$ cat config.mk
export PLATFORM = sky130hd
export DESIGN_NAME = trng_health_monitor
export DESIGN_NICKNAME = d
export VERILOG_FILES = /design/src/rtl/trng_health_monitor.sv
export SDC_FILE = /design/constraint.sdc
export NUM_CORES = 1
export LEC_CHECK = 0
export CAP_MARGIN = 5
export CORE_MARGIN = 3
export CORE_UTILIZATION = 30
export CTS_CLUSTER_DIAMETER = 30
export CTS_CLUSTER_SIZE = 16
export DETAILED_ROUTE_END_ITERATION = 6
export GPL_TIMING_DRIVEN = 0
export PLACE_DENSITY = 0.56
export SYNTH_ARGS = -nofsm -noshare
export SYNTH_HDL_FRONTEND = slang
export SYNTH_SLANG_ARGS = --single-unit
$ cat constraint.sdc
create_clock -name clk_i -period 7.1 [get_ports clk_i]
set_clock_uncertainty 0.1 [all_clocks]
set_input_delay 0.71 -clock clk_i [delete_from_list [all_inputs] [get_ports clk_i]]
set_output_delay 0.71 -clock clk_i [all_outputs]
set_load 0.05 [all_outputs]
$ cat src/rtl/trng_health_monitor.sv
// Online RCT/APT health monitor between the raw TRNG bit source and the byte collector.
// Optional startup qualification (one clean APT window before forwarding) via HEALTH_STARTUP_EN.
module trng_health_monitor #(
    parameter int unsigned RCT_CUTOFF = 21,
    parameter int unsigned APT_WINDOW = 1024,
    parameter int unsigned APT_CUTOFF = 589
) (
    input  logic clk_i,
    input  logic rst_i,
    input  logic en_i,
    input  logic bit_i,
    input  logic bit_valid_i,
    input  logic clr_alarm_i,
    output logic bit_o,
    output logic bit_valid_o,
    output logic rct_fail_o,
    output logic apt_fail_o,
    output logic window_done_o,
    output logic alarm_o
);

    localparam int unsigned RctW = $clog2(RCT_CUTOFF + 1);
    localparam int unsigned WinW = $clog2(APT_WINDOW + 1);

`ifdef HEALTH_STARTUP_EN
    typedef enum logic [1:0] {S_IDLE, S_STARTUP, S_RUN, S_ALARM} state_e;
`else
    typedef enum logic [1:0] {S_IDLE, S_RUN, S_ALARM} state_e;
`endif

    state_e            state_q, state_d;
    logic              rct_first_q, rct_first_d;
    logic              rct_prev_q, rct_prev_d;
    logic [RctW-1:0]   rct_cnt_q, rct_cnt_d;
    logic              apt_first_q, apt_first_d;
    logic              apt_ref_q, apt_ref_d;
    logic [WinW-1:0]   win_cnt_q, win_cnt_d;
    logic [WinW-1:0]   match_q, match_d;
    logic              bit_q, bit_d;
    logic              bit_valid_q, bit_valid_d;
    logic              rct_fail_q, rct_fail_d;
    logic              apt_fail_q, apt_fail_d;
    logic              win_done_q, win_done_d;
    logic              alarm_q, alarm_d;
    logic              active, accept, rct_hit, apt_hit;

    // Next-state: test counters, FSM and registered outputs
    always_comb begin
        state_d     = state_q;
        rct_first_d = rct_first_q;
        rct_prev_d  = rct_prev_q;
        rct_cnt_d   = rct_cnt_q;
        apt_first_d = apt_first_q;
        apt_ref_d   = apt_ref_q;
        win_cnt_d   = win_cnt_q;
        match_d     = match_q;
        bit_d       = bit_q;
        bit_valid_d = 1'b0;
        rct_fail_d  = 1'b0;
        apt_fail_d  = 1'b0;
        win_done_d  = 1'b0;
        alarm_d     = alarm_q;
        rct_hit     = 1'b0;
        apt_hit     = 1'b0;

`ifdef HEALTH_STARTUP_EN
        active = (state_q == S_RUN) || (state_q == S_STARTUP);
`else
        active = (state_q == S_RUN);
`endif
        accept = en_i & bit_valid_i & active;

        if (state_q == S_IDLE && en_i) begin
`ifdef HEALTH_STARTUP_EN
            state_d = S_STARTUP;
`else
            state_d = S_RUN;
`endif
        end

        if (accept) begin
            if (rct_first_q || (bit_i != rct_prev_q)) begin
                rct_first_d = 1'b0;
                rct_prev_d  = bit_i;
                rct_cnt_d   = RctW'(1);
            end else if (rct_cnt_q != RctW'(RCT_CUTOFF)) begin
                rct_cnt_d = rct_cnt_q + RctW'(1);
            end

            if (apt_first_q) begin
                apt_first_d = 1'b0;
                apt_ref_d   = bit_i;
                match_d     = WinW'(1);
                win_cnt_d   = WinW'(1);
            end else begin
                win_cnt_d = win_cnt_q + WinW'(1);
                if (bit_i == apt_ref_q) match_d = match_q + WinW'(1);
            end

            rct_hit = (rct_cnt_d == RctW'(RCT_CUTOFF));
            apt_hit = (match_d == WinW'(APT_CUTOFF));

            if (rct_hit || apt_hit) begin
                // The failing bit is swallowed; only the pulses and alarm escape
                state_d    = S_ALARM;
                alarm_d    = 1'b1;
                rct_fail_d = rct_hit;
                apt_fail_d = apt_hit;
            end else begin
                if (win_cnt_d == WinW'(APT_WINDOW)) begin
                    win_done_d  = 1'b1;
                    apt_first_d = 1'b1;
`ifdef HEALTH_STARTUP_EN
                    if (state_q == S_STARTUP) state_d = S_RUN;
`endif
                end
                if (state_q == S_RUN) begin
                    bit_valid_d = 1'b1;
                    bit_d       = bit_i;
                end
            end
        end

        // Clear wins over anything that happened this cycle, including a failure
        if (clr_alarm_i) begin
            state_d     = S_IDLE;
            rct_first_d = 1'b1;
            rct_prev_d  = 1'b0;
            rct_cnt_d   = '0;
            apt_first_d = 1'b1;
            apt_ref_d   = 1'b0;
            win_cnt_d   = '0;
            match_d     = '0;
            bit_valid_d = 1'b0;
            rct_fail_d  = 1'b0;
            apt_fail_d  = 1'b0;
            win_done_d  = 1'b0;
            alarm_d     = 1'b0;
        end
    end

    always_ff @(posedge clk_i or posedge rst_i) begin
        if (rst_i) begin
            state_q     <= S_IDLE;
            rct_first_q <= 1'b1;
            rct_prev_q  <= 1'b0;
            rct_cnt_q   <= '0;
            apt_first_q <= 1'b1;
            apt_ref_q   <= 1'b0;
            win_cnt_q   <= '0;
            match_q     <= '0;
            bit_q       <= 1'b0;
            bit_valid_q <= 1'b0;
            rct_fail_q  <= 1'b0;
            apt_fail_q  <= 1'b0;
            win_done_q  <= 1'b0;
            alarm_q     <= 1'b0;
        end else begin
            state_q     <= state_d;
            rct_first_q <= rct_first_d;
            rct_prev_q  <= rct_prev_d;
            rct_cnt_q   <= rct_cnt_d;
            apt_first_q <= apt_first_d;
            apt_ref_q   <= apt_ref_d;
            win_cnt_q   <= win_cnt_d;
            match_q     <= match_d;
            bit_q       <= bit_d;
            bit_valid_q <= bit_valid_d;
            rct_fail_q  <= rct_fail_d;
            apt_fail_q  <= apt_fail_d;
            win_done_q  <= win_done_d;
            alarm_q     <= alarm_d;
        end
    end

    assign bit_o         = bit_q;
    assign bit_valid_o   = bit_valid_q;
    assign rct_fail_o    = rct_fail_q;
    assign apt_fail_o    = apt_fail_q;
    assign window_done_o = win_done_q;
    assign alarm_o       = alarm_q;

endmodule
---- Word level (Yosys, flattened, before mapping) ----
Index checks and enable logic that the tools add are counted.
cells by class
  add/sub/neg operators ................... 3
  eq/ne operators ......................... 7
  multiplexer cells ....................... 46
  bitwise operators ....................... 3
  reductions and logical operators ........ 12
operator list
  operator                                          number
  2-to-1 mux 11 bit                                 9
  2-to-1 mux 1 bit                                  28
  2-to-1 mux 5 bit                                  5
  adder 11 x 1 -> 11 bit (second input constant)    2
  == test 11 x 10 -> 1 bit (second input constant)  1
  == test 11 bit (second input constant)            1
  2-to-1 mux 2 bit                                  4
  nonzero test 2 bit                                4
  AND reduction 2 bit                               3
  adder 5 x 1 -> 5 bit (second input constant)      1
  == test 5 bit (second input constant)             1
  inequality test 5 bit (second input constant)     1
  AND reduction 3 bit                               1
  bitwise AND 1 bit                                 2
  == test 2 x 1 -> 1 bit (second input constant)    1
  logical NOT 2 bit                                 1
  logical OR 1 bit                                  2
  == test 1 bit                                     1
  logical AND 1 bit                                 1
  inequality test 1 bit                             1
  NOT 1 bit                                         1
storage, ports and cells
  flip-flop bits (word level) ............. 39
  bits of input ports ..................... 6
  word-level logic and storage cells ...... 85

---- Logic depth before layout (Yosys ltp) ----
Gate-level depths: netlist of run 1.
  depth in word-level cells ............... 9
  depth in mapped cells ................... 8
  depth with buffers taken out ............ 8

---- Worst setup path after synthesis of run 1 ----
Ideal clock, no wire load.
  path kind ............................... input-to-reg
  start ................................... input bit_i
  end ..................................... register bit_q, in the netlist bit_o
  library setup time ...................... 0.125 ns
  arrival time ............................ 2.379 ns
  required time ........................... 6.875 ns
  path slack .............................. 4.496 ns
  stages .................................. 7
  buffers on the path ..................... 1
  path through ............................ buf_6 > xor2_4 > nor4_1 > mux2i_1 > o211ai_2 > o31ai_4 > mux2_4
on the way
  longest elaborated chain between the ends .. 8
  elaborated cells on any way between the ends .. 13
ends and longest elaborated chain
  what                                                              line      text
  start, declared                                                   11        input logic bit_i,
  == test 1 bit / inequality test 1 bit (equally long branches)     97, 82
  2-to-1 mux 11 bit / logical OR 1 bit (equally long branches)      97, 82
  2-to-1 mux 11 bit / 2-to-1 mux 5 bit (equally long branches)      90, 82
  2-to-1 mux 11 bit / 2-to-1 mux 5 bit (equally long branches)      81        if (accept) begin
  == test 11 x 10 -> 1 bit / == test 5 bit (equally long branches)  101, 100
  logical OR 1 bit                                                  103       if (rct_hit || apt_hit) begin
  NOT 1 bit (no source line)                                        --
  AND reduction 3 bit (no source line)                              --
  end signal, assigned                                              167       bit_q <= bit_d;
  end, declared                                                     39        logic bit_q, bit_d;
Several ways; a longest one is shown, not always the timed one. The select of a mux whose other input is x is not followed.
A chain may end at the register's enable or synchronous reset.

---- Worst setup path after layout of run 1 ----
  start ................................... input en_i
  end ..................................... register win_cnt_q[2]
on the way
  longest elaborated chain between the ends .. 3
ends and longest elaborated chain
  what                                 line  text
  start, declared                      10    input logic en_i,
  bitwise AND 1 bit (2 in a row)       71    accept = en_i & bit_valid_i & active;
  nonzero test 2 bit (no source line)  --
  end signal, assigned                 165   win_cnt_q <= win_cnt_d;
  end, declared                        37    logic [WinW-1:0] win_cnt_q, win_cnt_d;
Every way passes these cells.

==> summary.txt, run 1 <==
Status
  • Status: finished, final reports clean

Floorplan
  • Die area: 9490 sq um
  • Cell Rows: 32
  • Core area: 7930 sq um
  • Die W: 97.4 um
  • Initial cell density of the core: 31.6%
  • # IOs: 12
  • Die Y: 97.4 um

Placement
  • Port Buffers: 9
  • DP HPWL: 4370 um
  • Post-Place Worst Slack: 4.02 ns
  • GPL Wtd Cong: 0.839
  • Placed instance area: 2730 sq um
  • Cells after DPL: 407

Final layout
  • Fin nets: 322
  • Area grow syn2layout: 11.9%
  • Final instance area: 2810 sq um
  • Final Non-Filler Cells: 415
  • Fill cells: 852
  • Share of layout cells above drive strength 1: 7.99%
  • Diodes inserted: 0

Pwr
  • Internal: 0.310 mW
  • Pwr dens: 153 nW/um^2
  • Comb power frac: 11.1%
  • LEAKAGE: 1.06 nW
  • Switch share: 27.6%
  • Clk network pwr share: 35.2%
  • Sw power: 0.118 mW
  • Sequential power share: 53.7%
  • Worst vdd ir: 0.0676 mV

Logic synthesis
  • Synth Flop Type: dfrtp_1
  • Async set or reset register ratio after synthesis: 100%
  • Synth Cell Area: 2510 sq um
  • Largest area contributor in the netlist: dfrtp_1
  • Seq/Total Area, Yosys: 39.0%
  • Most numerous cell in the Yosys netlist: nor2_1
  • Syn_nets: 306
  • Synthesized area per cell: 8.47 sq um
  • Mapped Cells: 296
  • Register bit count reported by yosys: 39
  • Most common library cells after synthesis: nor2_1 (55), dfrtp_1 (37), a21oi_1 (34), nand2_1 (26), clkbuf_1 (15)
  • Yosys warns: 0
  • Top post-synthesis cells by area: dfrtp_1 (37%), nor2_1 (8.2%), a21oi_1 (6.8%), mux2i_1 (4.0%), nand2_1 (3.9%)
  • Area share of the largest cell type after synthesis: 36.9%
  • Netlist cell types: 54
  • EDFF count, synth: 0

Clock tree
  • Num CTS Buffers: 5
  • Root buffer cell: clkbuf_8
  • Num Clock Sinks: 39
  • # H-tree levels: 2
  • Max Buffers Root-to-Sink: 2
  • Clock slew at reported path FFs: 0.08 ns
  • CTS tree: done
  • Hold buffer count at CTS: 0
  • Worst skew pair latency: 0.29 ns
  • Setup bufs post-CTS: 0
  • Resize count post-CTS: 0

Routing
  • DRC: 0
  • Vias post-DR: 2201
  • Drt total wl: 6290 um
  • Wire per inst: 15.2 um
  • Final ANT Viol Nets: 0
  • Via/cell ratio: 5.30
  • First-pass DRT Iterations: 5
  • 1st-iter DRT viols: 123

Worst setup path
  • Worst EP arrival: 2.88 ns
  • Critical Path Sink: win_cnt_q[2]$_DFFE_PP0P_
  • Worst R2R Path Depth: 7
  • Crit path from: en_i
  • CP Class: in2reg
  • Critical path's slowest cell: clkbuf_1
  • RR Endpoint: bit_o$_DFFE_PP0P_
  • Worst path most repeated cell: clkbuf_1
  • Crit. End Element: flip-flop
  • Worst reg2reg startpoint: match_q[1]$_DFFE_PP0P_
  • Crit-path cells: clkdlybuf4s50_1, nand4b_1, clkbuf_1, clkbuf_1, clkbuf_1, a21oi_1, nor2_1
  • Slowest stage delay, CP: 0.50 ns
  • Critical path required time: 7.21 ns
  • Setup crit start kind: primary input
  • Reg2Reg Setup Slack: 4.53 ns
  • Crit Path Max Fanout: 10

GRT
  • GRT overflow: 0
  • Global-route usage over all layers: 14.4%
  • First-pass GRT wire length: 11200 um
  • Initial antenna violation count: 0
  • Largest net degree at the start of global routing: 40
  • Vias in the first global route: 2225

Timing
  • Slew at the pin closest to its max-slew limit: 0.838 ns
  • Setup violators final: 0
  • Sum Neg Setup Slack: 0 ns
  • Hold Fails Final Rpt: 0
  • Unrepaired setup endpoints after global routing: false
  • Max-slew violation count: 0
  • Tmin final: 2.77 ns
  • Final period utilization: 39.0%
  • PnR worst setup slack: 4.33 ns
  • Fmax: 0.361 GHz
  • WHS: 0.421 ns
  • Rel. slew slack: 44.0%

Min path
  • Hold path depth: 1
  • Hold Path Class: reg2reg

Job
  • Max-cap check violation count: 0
-- worst min-delay path by stage --
stage | start | endpoint | slack, ns
global route | bit_o$_DFFE_PP0P_ | bit_o$_DFFE_PP0P_ | 0.45
CTS | bit_o$_DFFE_PP0P_ | bit_o$_DFFE_PP0P_ | 0.43
global placement | bit_o$_DFFE_PP0P_ | bit_o$_DFFE_PP0P_ | 0.40
finish | bit_o$_DFFE_PP0P_ | bit_o$_DFFE_PP0P_ | 0.42
floorplan | match_q[10]$_DFFE_PP0P_ | match_q[10]$_DFFE_PP0P_ | 0.40
detailed placement | bit_o$_DFFE_PP0P_ | bit_o$_DFFE_PP0P_ | 0.41
-- through the flow --
| stage | util [%] | total power [mW] |
|---|---|---|
| final | 35.4 | 0.428 |
| after global routing | 35.4 | 0.452 |
| after CTS | 35.4 | 0.437 |
| after detailed placement | 34.4 | 0.283 |
| after global placement | 34.4 | 0.282 |
| after floorplan | - | 0.266 |
-- registers in the layout, indices dropped and copies added (netlist names) --
register	cells
rct_first_q	1
rct_cnt_q	5
apt_first_q	1
rct_prev_q	1
apt_fail_o	1
state_q	2
bit_valid_o	1
rct_fail_o	1
apt_ref_q	1
alarm_o	1
bit_o	1
win_cnt_q	11
window_done_o	1
match_q	11
-- power groups by stage --
stage	clock network (mW)	logic, mW	registers (mW)
CTS	0.159	0.0485	0.230
detailed placement	0	0.0483	0.234
global route	0.169	0.0525	0.231
finish	0.151	0.0476	0.230
floorplan	0	0.0272	0.239
global placement	0	0.0481	0.234
-- critical path: cells and delay by family --
kind	cells	cell delay [ns]
and+or+nand+nor	2	0.29
AOI/OAI and AO/OA	1	0.14
buffers and inverters	4	1.75
-- layout make-up --
cell class,count,area (sq um),share of cell area (%)
inverter,5,18.8,0.669
clock inverter,1,5.00,0.178
timing repair buffer,9,90.1,3.21
sequential,39,978,34.9
buffer,20,91.3,3.25
tap,102,128,4.55
multi-input combinational,232,1420,50.6
clock buffer,7,76.3,2.72
-- metal layers --
layer  vias to the layer above  share of wire, %  routed length [um]  GRT usage [%]
met2                        47                47                2990           23.9
li1                       1083                 -                   -              -
met1                      1065                49                3060           19.1
met5                         -                 0                   0              0
met3                         6               3.0                 186           2.51
met4                         0              0.99                  62           4.58
-- cell usage in the layout (no fill, tap or decap), types with 2 or more instances in the layout --
master           count
a21o_1               2
a21oi_1             34
a22oi_1              3
a31oi_1              2
and3_1               3
and4_1               4
buf_1                2
buf_6                2
clkbuf_1            17
clkbuf_8             5
clkdlybuf4s50_1      9
dfrtp_1             37
dfstp_2              2
ha_1                 4
inv_1                4
mux2i_1             10
nand2_1             26
nand2b_1             3
nand3_1             11
nand4_1              6
nand4b_1             2
nor2_1              55
nor2b_1              3
nor3_1               6
nor4_1               3
nor4_2               2
o211ai_2             2
o21ai_0              5
o221ai_1             2
or2_2                2
or3_1                8
or4_1                3
xnor2_1              2
xor2_1               8
-- cells by family after synthesis --
kind of cell             after synthesis  synth area share, %
buffers and inverters                 25                 4.39
AND/OR/NAND/NOR                      143                 28.7
flip-flops                            39                 39.0
AO/OA/AOI/OAI                         62                 16.3
adder cells (fa/ha/maj)                4                 2.00
multiplexers                          12                 5.04
XOR/XNOR                              11                 4.59
Note: power is estimated with default switching activity, not from simulation.
==> run 2: changes to the inputs <==
Clock period 7.1 ns to 2.6 ns, I/O delays scaled along.
==> run 2 against run 1 <==
Compared with the run above:
- final area rose by 1.5%
- setup slack lost 4.2 ns
- sequential share of layout area decreased by 0.46 points
- count of clock-buffer cells in the layout unchanged
- routed wire length is 0.60% higher
- via count is 1.7% higher
- critical endpoint is now bit_o$_DFFE_PP0P_
- first-iteration DRC count rose by 16%
- sequential power increased to 2.7 times the previous value
- critical path depth down 1
==> summary.txt, run 2 (synthesis gave the netlist of run 1 again) <==
Status
  • Status: finished, final reports clean

Floorplan
  • Initial cell density of the core: 31.6% (unchanged)
  • Die Y: 97.4 um (unchanged)
  • Cell Rows: 32 (unchanged)
  • Core area: 7930 sq um (unchanged)
  • Die W: 97.4 um (unchanged)
  • Die area: 9490 sq um (unchanged)
  • # IOs: 12 (unchanged)

Final layout
  • Final instance area: 2850 sq um (+1.5%)
  • Fin util: 35.9% (+0.52 points)
  • Most frequent cells in the layout: nor2_1 (55), dfrtp_1 (36), a21oi_1 (34)
  • Commonest non-fill, non-tap cell in the layout: nor2_1
  • Share of layout cells above drive strength 1: 10.1% (+2.1 points)
  • Area grow syn2layout: 13.6%
  • Diodes inserted: 0 (unchanged)
  • Biggest regs: match_q: 11 flops, win_cnt_q: 11 flops, rct_cnt_q: 5 flops
  • Fin nets: 325 (+0.93%)
  • Fill cells: 849 (-0.35%)

GRT
  • First-pass GRT wire length: 11200 um (unchanged)
  • Largest net degree at the start of global routing: 40 (unchanged)
  • Global-route usage over all layers: 14.4% (unchanged)
  • GRT overflow: 0 (unchanged)
  • Initial antenna violation count: 0 (unchanged)
  • Vias in the first global route: 2225 (unchanged)

Routing
  • Final ANT Viol Nets: 0 (unchanged)
  • Vias post-DR: 2238 (+1.7%)
  • Wire per inst: 15.1 um (-0.12%)
  • First-pass DRT Iterations: 4 (-1)
  • 1st-iter DRT viols: 143 (+16%)
  • Drt total wl: 6330 um (+0.60%)
  • Via/cell ratio: 5.35 (+0.95%)
  • DRC: 0 (unchanged)

Pwr
  • Comb power frac: 11.2% (about the same)
  • Worst vdd ir: 0.184 mV (+170%)
  • Power, Total: 1.17 mW (+170%)
  • Internal: 0.849 mW (+170%)
  • Sequential power share: 53.6% (about the same)
  • Switch share: 27.6% (+0.043 points)
  • Sw power: 0.324 mW (+170%)
  • LEAKAGE: 1.08 nW (+1.6%)
  • Clk network pwr share: 35.2% (about the same)
  • Pwr dens: 412 nW/um^2 (+170%)

Timing
  • Hold Fails Final Rpt: 0 (unchanged)
  • Tmin final: 2.46 ns
  • Fmax: 0.407 GHz
  • Slew at the pin closest to its max-slew limit: 0.832 ns (-0.00613 ns)
  • Final period utilization: 94.5%
  • Setup violators final: 0 (unchanged)
  • Unrepaired setup endpoints after global routing: false
  • Rel. slew slack: 44.4% (+0.41 points)
  • Max-slew violation count: 0 (unchanged)

Worst setup path
  • Crit path from: match_q[5]$_DFFE_PP0P_
  • Critical path required time: 2.68 ns (-4.53 ns)
  • Worst reg2reg startpoint: match_q[5]$_DFFE_PP0P_
  • Setup crit start kind: flip-flop
  • Crit. End Element: flip-flop
  • Worst EP arrival: 2.54 ns (-0.34 ns)
  • CP Class: reg2reg
  • Crit Path Max Fanout: 7 (-3)

Clock tree
  • Worst skew pair latency: 0.29 ns (about the same)
  • Num CTS Buffers: 5 (unchanged)
  • Num Clock Sinks: 39 (unchanged)
  • CTS tree: done
  • # H-tree levels: 2 (unchanged)
  • Clock slew at reported path FFs: 0.08 ns (about the same)
  • Hold buffer count at CTS: 0 (unchanged)
  • Max Buffers Root-to-Sink: 2 (unchanged)
  • Root buffer cell: clkbuf_8

Min path
  • Hold wc startpoint: bit_i
  • Hold Path Class: in2reg

Placement
  • GPL Wtd Cong: 0.839 (unchanged)
  • DP HPWL: 4370 um (unchanged)
  • Placed instance area: 2730 sq um (unchanged)
  • Port Buffers: 9 (unchanged)

Job
  • Max-cap check violation count: 0 (unchanged)
run 2: critical path: stages, from the launching register on:
cell and delay [ns]:
dfrtp_1 0.49, nand4_2 0.19, nor4_1 0.36, mux2i_1 0.39, o211ai_2 0.20, o31ai_4 0.31
mux2_4 0.32
run 2: cell type report:
cell class                 instances  area (sq um)  area share, %
timing repair buffer              12           113           3.95
multi-input combinational        232          1430           50.4
buffer                            20          93.8           3.30
clock inverter                     1          5.00          0.176
tap                              102           128           4.48
sequential                        39           980           34.4
inverter                           5          18.8          0.659
clock buffer                       7          76.3           2.68
run 2: path summary, 6_finish.rpt:
path	endpoint	slack, ns	cells after the start
worst max-delay path	bit_o$_DFFE_PP0P_	0.14	6
worst min-delay path	rct_prev_q$_DFFE_PP0P_	0.14	3
worst max register to register	bit_o$_DFFE_PP0P_	0.14	6
worst min register to register	bit_o$_DFFE_PP0P_	0.42	1
max in group asynchronous	match_q[1]$_DFFE_PP0P_	1.47	2
min in group asynchronous	match_q[10]$_DFFE_PP0P_	0.35	2
run 2: through the flow:
step,setup slack [ns],setup TNS (ns),instances,hold WS (ns)
6_report,0.142,0,418,0.144
5_1_grt,0.0130,0,418,0.135
4_1_cts,0.0455,0,415,0.135
3_5_place_dp,-0.0338,-0.152,407,0.407
3_3_place_gp,-0.0665,-0.323,407,0.398
2_1_floorplan,0.309,0,296,0.364
run 2: timing repair:
item	in CTS	in global routing
setup buffers	0	3
resized for setup	0	7
setup endpoints to repair	0	4
run 2: power by group through the flow:
| stage | Sequential [mW] | Clock, mW | Combinational (mW) |
|---|---|---|---|
| detailed placement | 0.640 | 0 | 0.132 |
| CTS | 0.628 | 0.433 | 0.132 |
| finish | 0.628 | 0.413 | 0.131 |
| global route | 0.630 | 0.461 | 0.145 |
| global placement | 0.640 | 0 | 0.131 |
| floorplan | 0.653 | 0 | 0.0742 |
run 2: metal layers:
layer  vias up  routed length, um  GRT usage (%)
met2        43               2960           23.9
li1       1093                  -              -
met1      1094               3060           19.1
met3         8                220           2.51
met4         0                 97           4.58
met5         -                  0              0
